--- src/rtl/writeback_arbiter_pkg.sv ---
// Shared widths and result-source encoding for the register file writeback path.
package writeback_arbiter_pkg;
   localparam int B_WORD = 32;
   localparam int N_REGS = 32;
   localparam int RD_W   = $clog2(N_REGS);

   typedef logic [B_WORD-1:0] word_t;
   typedef logic [RD_W-1:0]   rd_t;

   typedef enum logic [1:0] {
      SRC_NONE = 2'd0,
      SRC_ALU  = 2'd1,
      SRC_LD   = 2'd2,
      SRC_MD   = 2'd3
   } src_t;
endpackage

--- src/rtl/wb_hold_slot.sv ---
// One-entry holding register for a long-latency result source, with its
// ready flag and a saturating count of cycles spent waiting for a grant.
module wb_hold_slot
   import writeback_arbiter_pkg::*;
#(
   parameter int STARVE_LIMIT = 4
) (
   input  logic              clk_cpu,
   input  logic              reset,
   input  logic              in_valid,
   input  logic [RD_W-1:0]   in_rd,
   input  logic [B_WORD-1:0] in_data,
   input  logic              grant,
   output logic              ready,
   output logic              full,
   output logic [RD_W-1:0]   rd,
   output logic [B_WORD-1:0] data,
   output logic              starving,
   output logic              starve_next
);
   localparam int CNT_W = $clog2(STARVE_LIMIT + 1);
   localparam logic [CNT_W-1:0] LIMIT = CNT_W'(STARVE_LIMIT);

   logic [CNT_W-1:0] wait_cnt;
   logic [CNT_W-1:0] wait_nxt;

   // Ready depends only on state; reset forces it low while asserted.
   assign ready    = !full && !reset;
   assign starving = (wait_cnt == LIMIT);

   always_comb begin
      wait_nxt = '0;
      if (full && !grant)
         wait_nxt = starving ? LIMIT : wait_cnt + 1'b1;
   end

   assign starve_next = (wait_nxt == LIMIT);

   always_ff @(posedge clk_cpu or posedge reset) begin
      if (reset) begin
         full     <= 1'b0;
         rd       <= '0;
         data     <= '0;
         wait_cnt <= '0;
      end else begin
         wait_cnt <= wait_nxt;
         if (in_valid && ready) begin
            full <= 1'b1;
            rd   <= in_rd;
            data <= in_data;
         end else if (grant) begin
            full <= 1'b0;
         end
      end
   end
endmodule

--- src/rtl/writeback_arbiter.sv ---
// Merges ALU, load and mul/div results onto the single register file write
// port and tracks outstanding long-latency destinations for decode.
module writeback_arbiter
   import writeback_arbiter_pkg::*;
#(
   parameter int STARVE_LIMIT = 4
) (
   input  logic              clk_cpu,
   input  logic              reset,
   input  logic              alu_valid,
   input  logic [RD_W-1:0]   alu_rd,
   input  logic [B_WORD-1:0] alu_data,
   output logic              alu_stall,
   input  logic              ld_valid,
   output logic              ld_ready,
   input  logic [RD_W-1:0]   ld_rd,
   input  logic [B_WORD-1:0] ld_data,
   input  logic              md_valid,
   output logic              md_ready,
   input  logic [RD_W-1:0]   md_rd,
   input  logic [B_WORD-1:0] md_data,
   input  logic              issue_en,
   input  logic [RD_W-1:0]   issue_rd,
   output logic              wr_en,
   output logic [RD_W-1:0]   wr_adrs,
   output logic [B_WORD-1:0] wr_data,
   output logic [N_REGS-1:0] pending
);
   src_t              sel;
   logic              ld_full, md_full, ld_starving, md_starving;
   logic              ld_starve_nxt, md_starve_nxt;
   logic [RD_W-1:0]   ld_hold_rd, md_hold_rd, win_rd;
   logic [B_WORD-1:0] ld_hold_data, md_hold_data, win_data;
   logic              wr_long;
   logic [N_REGS-1:0] pend_nxt;

   wb_hold_slot #(.STARVE_LIMIT(STARVE_LIMIT)) u_ld_slot (
      .clk_cpu(clk_cpu), .reset(reset),
      .in_valid(ld_valid), .in_rd(ld_rd), .in_data(ld_data),
      .grant(sel == SRC_LD), .ready(ld_ready), .full(ld_full),
      .rd(ld_hold_rd), .data(ld_hold_data),
      .starving(ld_starving), .starve_next(ld_starve_nxt)
   );

   wb_hold_slot #(.STARVE_LIMIT(STARVE_LIMIT)) u_md_slot (
      .clk_cpu(clk_cpu), .reset(reset),
      .in_valid(md_valid), .in_rd(md_rd), .in_data(md_data),
      .grant(sel == SRC_MD), .ready(md_ready), .full(md_full),
      .rd(md_hold_rd), .data(md_hold_data),
      .starving(md_starving), .starve_next(md_starve_nxt)
   );

   // A starving mul/div jumps ahead of the load slot; load starvation is
   // relieved only through alu_stall.
   always_comb begin
      sel = SRC_NONE;
      if (alu_valid && !alu_stall)  sel = SRC_ALU;
      else if (md_full && md_starving) sel = SRC_MD;
      else if (ld_full)             sel = SRC_LD;
      else if (md_full)             sel = SRC_MD;
   end

   always_comb begin
      win_rd   = '0;
      win_data = '0;
      case (sel)
         SRC_ALU: begin win_rd = alu_rd;     win_data = alu_data;     end
         SRC_LD:  begin win_rd = ld_hold_rd; win_data = ld_hold_data; end
         SRC_MD:  begin win_rd = md_hold_rd; win_data = md_hold_data; end
         default: ;
      endcase
   end

   always_ff @(posedge clk_cpu or posedge reset) begin
      if (reset) begin
         wr_en     <= 1'b0;
         wr_adrs   <= '0;
         wr_data   <= '0;
         wr_long   <= 1'b0;
         alu_stall <= 1'b0;
      end else begin
         alu_stall <= ld_starve_nxt || md_starve_nxt;
         wr_en     <= (sel != SRC_NONE) && (win_rd != '0);
         wr_long   <= (sel == SRC_LD) || (sel == SRC_MD);
         if (sel != SRC_NONE) begin
            wr_adrs <= win_rd;
            wr_data <= win_data;
         end
      end
   end

   // Clear lands on the edge the register file captures the write; a
   // same-cycle issue to that register wins.
   always_comb begin
      pend_nxt = pending;
      if (wr_en && wr_long) pend_nxt[wr_adrs] = 1'b0;
      if (issue_en)         pend_nxt[issue_rd] = 1'b1;
      pend_nxt[0] = 1'b0;
   end

   always_ff @(posedge clk_cpu or posedge reset) begin
      if (reset) pending <= '0;
      else       pending <= pend_nxt;
   end
endmodule

--- config.mk ---
export PLATFORM = sky130hd
export DESIGN_NAME = writeback_arbiter
export DESIGN_NICKNAME = d
export VERILOG_FILES = /design/src/rtl/writeback_arbiter_pkg.sv /design/src/rtl/wb_hold_slot.sv /design/src/rtl/writeback_arbiter.sv
export SDC_FILE = /design/constraint.sdc
export NUM_CORES = 1
export LEC_CHECK = 0
export BUFFER_PORTS_ARGS = -buffer_cell sky130_fd_sc_hd__buf_4
export CAP_MARGIN = 20
export CORE_UTILIZATION = 38
export DETAILED_ROUTE_END_ITERATION = 16
export HOLD_SLACK_MARGIN = 0.12
export PLACE_DENSITY_LB_ADDON = 0.3
export RECOVER_POWER = 25
export SETUP_SLACK_MARGIN = 0.05
export SYNTH_ARGS = -nofsm -noshare
export SYNTH_HDL_FRONTEND = slang
export SYNTH_SLANG_ARGS = --single-unit
--- constraint.sdc ---
create_clock -name clk_cpu -period 5.8 [get_ports clk_cpu]
set_clock_uncertainty 0.15 [all_clocks]
set_input_delay 0.29 -clock clk_cpu [delete_from_list [all_inputs] [get_ports clk_cpu]]
set_output_delay 0.29 -clock clk_cpu [all_outputs]
set_load 0.01 [all_outputs]
==> qor.csv, run 1 <==
stage;metric;value;unit
route;DR WL/cell;18.1;µm
global_routing;first-pass GRT wire length;29600;µm
sta;setup TNS;0;ns
floorplanning;core area;16100;µm²
critical_path;Setup crit end kind;async pin;
synth;Post-Syn Nets;638;
critical_path;CP Class;input pin to async pin;
cells_and_area;area delta synth->final;52.2;%
cells_and_area;Final #Nets;942;
route;DRC;0;
synth;main area contributors after synthesis;dfrtp_1, mux2_2, a222oi_1;
hold_path;Min-Delay Path Class;input pin to flip-flop;
synth;yosys warns;0;
route;antenna-violating nets left;0;
sta;Hold Fails Final Rpt;0;
status;outcome;finished with violations;
floorplanning;Die W;131;µm
clock_network;H-Tree Depth;4;
global_routing;total grt overflow;0;
route;Pre-antenna DRT Iters;6;
sta;f_max;0.303;GHz
floorplanning;Vert. Die Dim;131;µm
clock_network;CTS resizes;0;
synth;Post-synth EDFFs;0;
placed_design;dpl cells;895;
clock_network;CTS Sinks;153;
clock_network;CTS tree;yes;
synth;Netlist cell types;30;
status;failing checks;max-capacitance violations, max-slew violations;
floorplanning;Core Rows;46;
route;Post-Route WL;18900;µm
placed_design;Post-DP HPWL;12000;µm
critical_path;worst-path fanout max;74;
clock_network;clock buffer depth;2;
synth;Mapped Cells;512;
global_routing;largest net degree at the start of global routing;81;
global_routing;met2 track demand over resource;40.0;%
cells_and_area;area occupied by multi-input gates;2290;µm²
synth;mapped cell area;6320;µm²
synth;Mapped Avg Cell Area;12.3;µm²
placed_design;Area after DPL;7920;µm²
floorplanning;DIE AREA;17200;µm²
floorplanning;Initial Util;39.4;%
synth;Most used DFF post-synth;dfrtp_1;
cells_and_area;antenna cells;0;
global_routing;met3 Use GR;6.19;%
synth;largest area contributor in the netlist;dfrtp_1;
clock_network;clk_lat worst skew;0.41;ns
cells_and_area;share of layout cells above drive strength 1;34.7;%
sta;RSZ-0062 raised after global routing;no;
pwr;Pleak;4.20;nW
clock_network;CTS buffer count;17;
synth;area share of the largest cell type after synthesis;60.6;%
critical_path;Crit path required time;6.23;ns
sta;relative slew slack;-111;%
global_routing;initial antenna violation count;0;
clock_network;post-CTS setup-driven buffer insertion count;0;
placed_design;dpl ws;3.05;ns
floorplanning;number of I/O pins;195;
critical_path;Critical Path AT;3.73;ns
placed_design;placer congestion estimate;0.823;
cells_and_area;cell area after layout;9620;µm²
global_routing;vias in the first global route;5985;
route;vias post-DR;5530;
global_routing;gr usage total;22.8;%
cells_and_area;register area;3830;µm²
critical_path;FF-to-FF path depth;7;
pwr;Peak VDD IR;0.255;mV
sta;Worst-Margin Slew;3.14;ns
sta;fin crit share;56.8;%
synth;sequential share of the synthesized area;60.6;%
clock_network;CTS root buf;clkbuf_16;
route;Via-to-Cell Ratio;5.30;
route;Iter 0 DRT Violations;563;
critical_path;Worst Setup Start Kind;input pin;
global_routing;GRT busiest layer;met2;
sta;final hold slack;0.162;ns
clock_network;clk slew on worst S/H paths;0.06;ns
sta;Slew Viols, Final;75;
cells_and_area;Final Non-Filler Cells;1044;
sta;final setup vio count;0;
hold_path;Hold Path Stages;3;
synth;Async SR Flop Fraction;100;%
placed_design;Port Buffers;193;
global_routing;grt met1 use;27.1;%
cells_and_area;Layout fillers;1280;
flow_run;max cap viols;1;
pwr;Pwr Density;466;nW/µm²
sta;Setup WS post-layout;2.50;ns
sta;crit path time final;3.30;ns
synth;Synth Register Bits;153;
## cells in the final DEF (no fill, tap or decap), types with 9 or more instances in the layout
cell           instances
buf_4                174
nand2_1               20
o21ai_0               64
dfrtp_1              153
a21oi_1               34
clkbuf_16             17
a222oi_1              37
nor2_1                48
nand3b_1               9
clkbuf_1              27
dlygate4sd3_1        116
mux2_2                74
## cells by family (layout without fill, tap and decap cells)
family,after synthesis,after routing,synth area share (%)
compound gates,138,138,14.1
fa+ha+maj,4,4,0.792
buf+inv,37,353,3.27
flops,153,153,60.6
mux,74,74,13.2
other cells,1,1,0.0593
simple gates,105,105,8.06
## where the power goes
part / leakage [nW] / total, mW / switching (mW) / internal, mW
Sequential: 1.77 / 1.93 / 0.354 / 1.58
Clock: 0.281 / 1.09 / 0.409 / 0.684
Combinational: 2.15 / 1.46 / 0.700 / 0.758
Total: 4.20 / 4.48 / 1.46 / 3.02
## Yosys cell counts, types with 3 or more instances
cell type,count
a21oi_1,34
a222oi_1,37
and3_1,4
buf_2,9
buf_4,3
buf_6,6
clkbuf_1,10
dfrtp_1,153
ha_1,4
inv_1,7
mux2_2,74
nand2_1,21
nand3_1,6
nand3b_1,9
nor2_1,48
nor3_1,3
o21ai_0,64
or3_1,3
or3b_2,3
## layout make-up
class	count	area share (%)
Inverter	7	0.286
Sequential cell	153	39.8
Timing Repair Buffer	315	27.2
Tap cell	216	2.81
Clock buffer	23	4.76
Multi-Input combinational cell	322	23.9
Clock inverter	8	1.26
## critical path: stages
cell	delay, ns
dlygate4sd3_1	0.54
clkbuf_1	0.13
clkinvlp_2	1.77
buf_4	0.63
buf_16	0.32
## metrics by stage
stage	utilization, %	power (mW)
final	59.9	4.48
after global routing	59.9	4.75
after CTS	60.1	4.55
after detailed placement	49.3	3.38
after global placement	49.2	3.29
after floorplan	-	2.69
## sequential cells by signal (all words and copies together) (netlist names)
name	cells
alu_stall	1
pending	31
u_ld_slot.data	32
u_ld_slot.full	1
u_ld_slot.rd	5
u_ld_slot.wait_cnt	3
u_md_slot.data	32
u_md_slot.full	1
u_md_slot.rd	5
u_md_slot.wait_cnt	3
wr_adrs	5
wr_data	32
wr_en	1
wr_long	1
## what timing repair did
item	CTS	global route
endpoints found under the setup margin	0	0
endpoints found under the hold margin	205	0
hold buffers	116	0
## layer usage
metal,share of wire (%),vias up,wire length [µm]
li1,-,2503,-
met1,40,2761,7640
met2,52,246,9750
met3,6.7,20,1270
met4,1.2,0,223
met5,0,-,0
## worst paths after layout
| check | to | slack [ns] | from |
|---|---|---|---|
| max in group clk_cpu | wr_data[15] | 3.34 | u_md_slot.wait_cnt[0] |
| setup reg to reg | wr_data[15] | 3.34 | u_md_slot.wait_cnt[0] |
| hold reg to reg | u_md_slot.wait_cnt[0] | 0.36 | u_md_slot.wait_cnt[0] |
| min in group asynchronous | wr_data[7] | 1.21 | reset |
| hold / removal | pending[4] | 0.16 | issue_rd[1] |
| setup / recovery | u_ld_slot.data[25] | 2.50 | reset |
Power figures use the tool's default switching activity.
==> run 2: changes to the inputs <==
ABC_AREA = 1   (was not set)
clock period = 2.8 ns   (was 5.8 ns; I/O delays follow)
==> qor.csv, run 2 <==
stage;metric;value;unit;change
status;outcome;completed;;was finished with violations
synth;Mapped Avg Cell Area;10.9;µm²;was 12.3 µm²
sta;crit path time final;2.63;ns;
critical_path;setup slack, reg-to-reg;0.17;ns;was 3.34 ns
cells_and_area;most frequent cells in the layout;dfrtp_1, nand2_1, buf_4, dlygate4sd3_1, o21ai_0;;was buf_4, dfrtp_1, dlygate4sd3_1, mux2_2, o21ai_0
clock_network;CTS tree;yes;;unchanged
synth;sequential share of the synthesized area;59.2;%;was 60.6%
critical_path;Crit path depth;11;;was 5
route;antenna-violating nets left;0;;unchanged
sta;RSZ-0062 raised after global routing;no;;unchanged
floorplanning;Vert. Die Dim;132;µm;was 131 µm
critical_path;Critical Path AT;2.78;ns;was 3.73 ns
route;DR WL/cell;16.4;µm;was 18.1 µm
critical_path;reg2reg end;wr_en;;was wr_data[15]
critical_path;RR Startpoint;u_md_slot.wait_cnt[0];;unchanged
clock_network;clock buffer depth;2;;unchanged
critical_path;CP top delay family;buffers and inverters;;unchanged
clock_network;clk slew on worst S/H paths;0.06;ns;about the same
route;vias post-DR;5712;;was 5,530
route;Iter 0 DRT Violations;317;;was 563
synth;Most used DFF post-synth;dfrtp_1;;unchanged
cells_and_area;Regs by FF count;u_ld_slot.data: 32 flops, u_md_slot.data: 32 flops, wr_data: 32 flops;;unchanged
cells_and_area;area occupied by multi-input gates;2410;µm²;was 2290 µm²
synth;most numerous cell in the Yosys netlist;dfrtp_1;;unchanged
synth;Post-synth EDFFs;0;;unchanged
cells_and_area;area delta synth->final;51.4;%;was 52.2%
hold_path;Min-Delay Path Class;input pin to async pin;;was input pin to flip-flop
clock_network;CTS Sinks;153;;unchanged
clock_network;CTS root buf;clkbuf_16;;unchanged
synth;Async SR Flop Fraction;100;%;unchanged
synth;Netlist cell types;23;;was 30
placed_design;Post-DP HPWL;11600;µm;was 12,000 µm
clock_network;clk_lat worst skew;0.42;ns;was 0.41 ns
critical_path;worst-path fanout max;6;;was 74
route;DRC;0;;unchanged
floorplanning;Initial Util;39.0;%;was 39.4%
sta;Hold Fails Final Rpt;0;;unchanged
placed_design;placer congestion estimate;0.801;;was 0.823
synth;main area contributors after synthesis;dfrtp_1, mux2_2, nand2_1;;was dfrtp_1, mux2_2, a222oi_1
synth;Mapped Cells;592;;was 512
synth;largest area contributor in the netlist;dfrtp_1;;unchanged
critical_path;Worst Setup Start Kind;flip-flop;;was input pin
cells_and_area;Final #Nets;1043;;was 942
global_routing;gr usage total;22.1;%;was 22.8%
pwr;Pwr Density;955;nW/µm²;was 466 nW/µm²
global_routing;initial antenna violation count;0;;unchanged
route;Post-Route WL;18800;µm;was 18,900 µm
critical_path;crit-path cells;inv_2, ha_1, nand2_2, nand2_4, nand2_4, nand3_1, nand3_1, nor2_1, dlygate4sd3_1, nand3_1, dlygate4sd3_1;;was dlygate4sd3_1, clkbuf_1, clkinvlp_2, buf_4, buf_16
synth;yosys warns;0;;unchanged
cells_and_area;share of layout cells above drive strength 1;28.6;%;was 34.7%
critical_path;critical path's slowest cell;dlygate4sd3_1;;was clkinvlp_2
floorplanning;core area;16600;µm²;was 16,100 µm²
floorplanning;number of I/O pins;195;;unchanged
floorplanning;Core Rows;47;;was 46
synth;Synth Register Bits;153;;unchanged
cells_and_area;most common cell after layout, fill and taps aside;dfrtp_1;;was buf_4
cells_and_area;Layout fillers;1426;;was 1,280
cells_and_area;cell area after layout;9780;µm²;was 9620 µm²
sta;fin crit share;94.0;%;
critical_path;Crit path required time;2.95;ns;was 6.23 ns
pwr;Peak VDD IR;0.524;mV;was 0.255 mV
synth;mapped cell area;6460;µm²;was 6320 µm²
clock_network;CTS buffer count;17;;unchanged
critical_path;biggest cell delay along the critical path;0.56;ns;was 1.77 ns
synth;Post-synth top cells;dfrtp_1, nand2_1, o21ai_0;;was dfrtp_1, mux2_2, o21ai_0
critical_path;Worst Path Buf+Inv;3;;was 5
pwr;Pleak;4.40;nW;was 4.20 nW
global_routing;largest net degree at the start of global routing;86;;was 81
cells_and_area;fin util;59.0;%;was 59.9%
sta;final hold slack;0.267;ns;was 0.162 ns
critical_path;CP Class;flip-flop to flip-flop;;was input pin to async pin
sta;final setup vio count;0;;unchanged
placed_design;Port Buffers;193;;unchanged
synth;area share of the largest cell type after synthesis;59.2;%;was 60.6%
pwr;overall power;9.34;mW;was 4.48 mW
global_routing;total grt overflow;0;;unchanged
synth;Post-Syn Nets;718;;was 638
global_routing;vias in the first global route;5878;;was 5,985
sta;f_max;0.380;GHz;
sta;Worst-Margin Slew;1.20;ns;was 3.14 ns
critical_path;most used cell, CP;nand3_1;;
placed_design;Area after DPL;8120;µm²;was 7920 µm²
sta;Slew Viols, Final;0;;was 75
route;Via-to-Cell Ratio;4.97;;was 5.30
sta;relative slew slack;20.3;%;was -111%
floorplanning;Die W;132;µm;was 131 µm
clock_network;H-Tree Depth;4;;unchanged
global_routing;first-pass GRT wire length;30100;µm;was 29,600 µm
route;Pre-antenna DRT Iters;5;;was 6
sta;setup TNS;0;ns;unchanged
floorplanning;DIE AREA;17500;µm²;was 17,200 µm²
cells_and_area;antenna cells;0;;unchanged
flow_run;max cap viols;0;;was 1
critical_path;FF-to-FF path depth;11;;was 7
critical_path;Setup crit end kind;flip-flop;;was async pin
cells_and_area;register area;3830;µm²;unchanged
## run 2: cell count changes in the layout (fill, tap and decap cells not counted), moves of 16 or more
cell	change
nand3_1	+27
nand2_1	+126
nand4_1	+35
nor2_1	-38
clkbuf_1	+30
buf_4	-34
a222oi_1	-37
a21oi_1	-30
mux2_2	-16
## run 2: layout make-up
type / count / share of cell area [%]
multi-input combinational: 391 / 24.6
tap: 220 / 2.81
clock inverter: 10 / 0.985
sequential: 153 / 39.1
timing repair buffer: 329 / 26.8
inverter: 25 / 0.972
clock buffer: 21 / 4.71
## run 2: per-stage QoR
step	setup WS, ns	instances
finish	0.167	1149
global placement	0.875	988
floorplan	0.579	592
CTS	0.138	1149
global route	0.0354	1149
detailed placement	0.815	988
## run 2: worst max path at each step
stage / from / endpoint / slack, ns
6_report: u_md_slot.wait_cnt[0] / wr_en / 0.17
5_1_grt: u_md_slot.wait_cnt[0] / wr_en / 0.04
4_1_cts: alu_stall / wr_en / 0.14
3_5_place_dp: u_md_slot.wait_cnt[0] / wr_data[23] / 0.82
3_3_place_gp: u_md_slot.full / wr_data[5] / 0.87
2_1_floorplan: reset / alu_stall / 0.58
## run 2: worst min-delay path, cell delays in order
cell and delay (ns):
dlygate4sd3_1 0.55, clkbuf_1 0.17, clkinvlp_2 0.41
## run 2: metal layers
| layer | vias up | routed length, µm | GRT usage, % |
|---|---|---|---|
| met5 | - | 0 | 0 |
| met4 | 0 | 417 | 8.75 |
| met3 | 35 | 1460 | 6.21 |
| met2 | 244 | 9050 | 36.6 |
| met1 | 2768 | 7880 | 27.5 |
| li1 | 2665 | - | - |
## run 2: report_power, final
part | leakage (nW) | switching [mW] | internal [mW]
clock network | 0.262 | 0.908 | 1.27
logic | 2.36 | 1.67 | 1.50
registers | 1.78 | 0.704 | 3.29
## run 2: cell families after synthesis
family,share of synthesized area (%)
mux,13.4
other cells,0.0580
flops,59.2
fa+ha+maj,0.774
xor+xnor,0.136
buf+inv,3.99
compound gates,5.73
simple gates,16.7
## run 2: timing repair
action / in CTS / in global routing
setup endpoints to repair: 0 / 1
buffers inserted: 0 / 0
hold buffers: 130 / 0
endpoints found under the hold margin: 299 / 0
resized for setup: 0 / 7
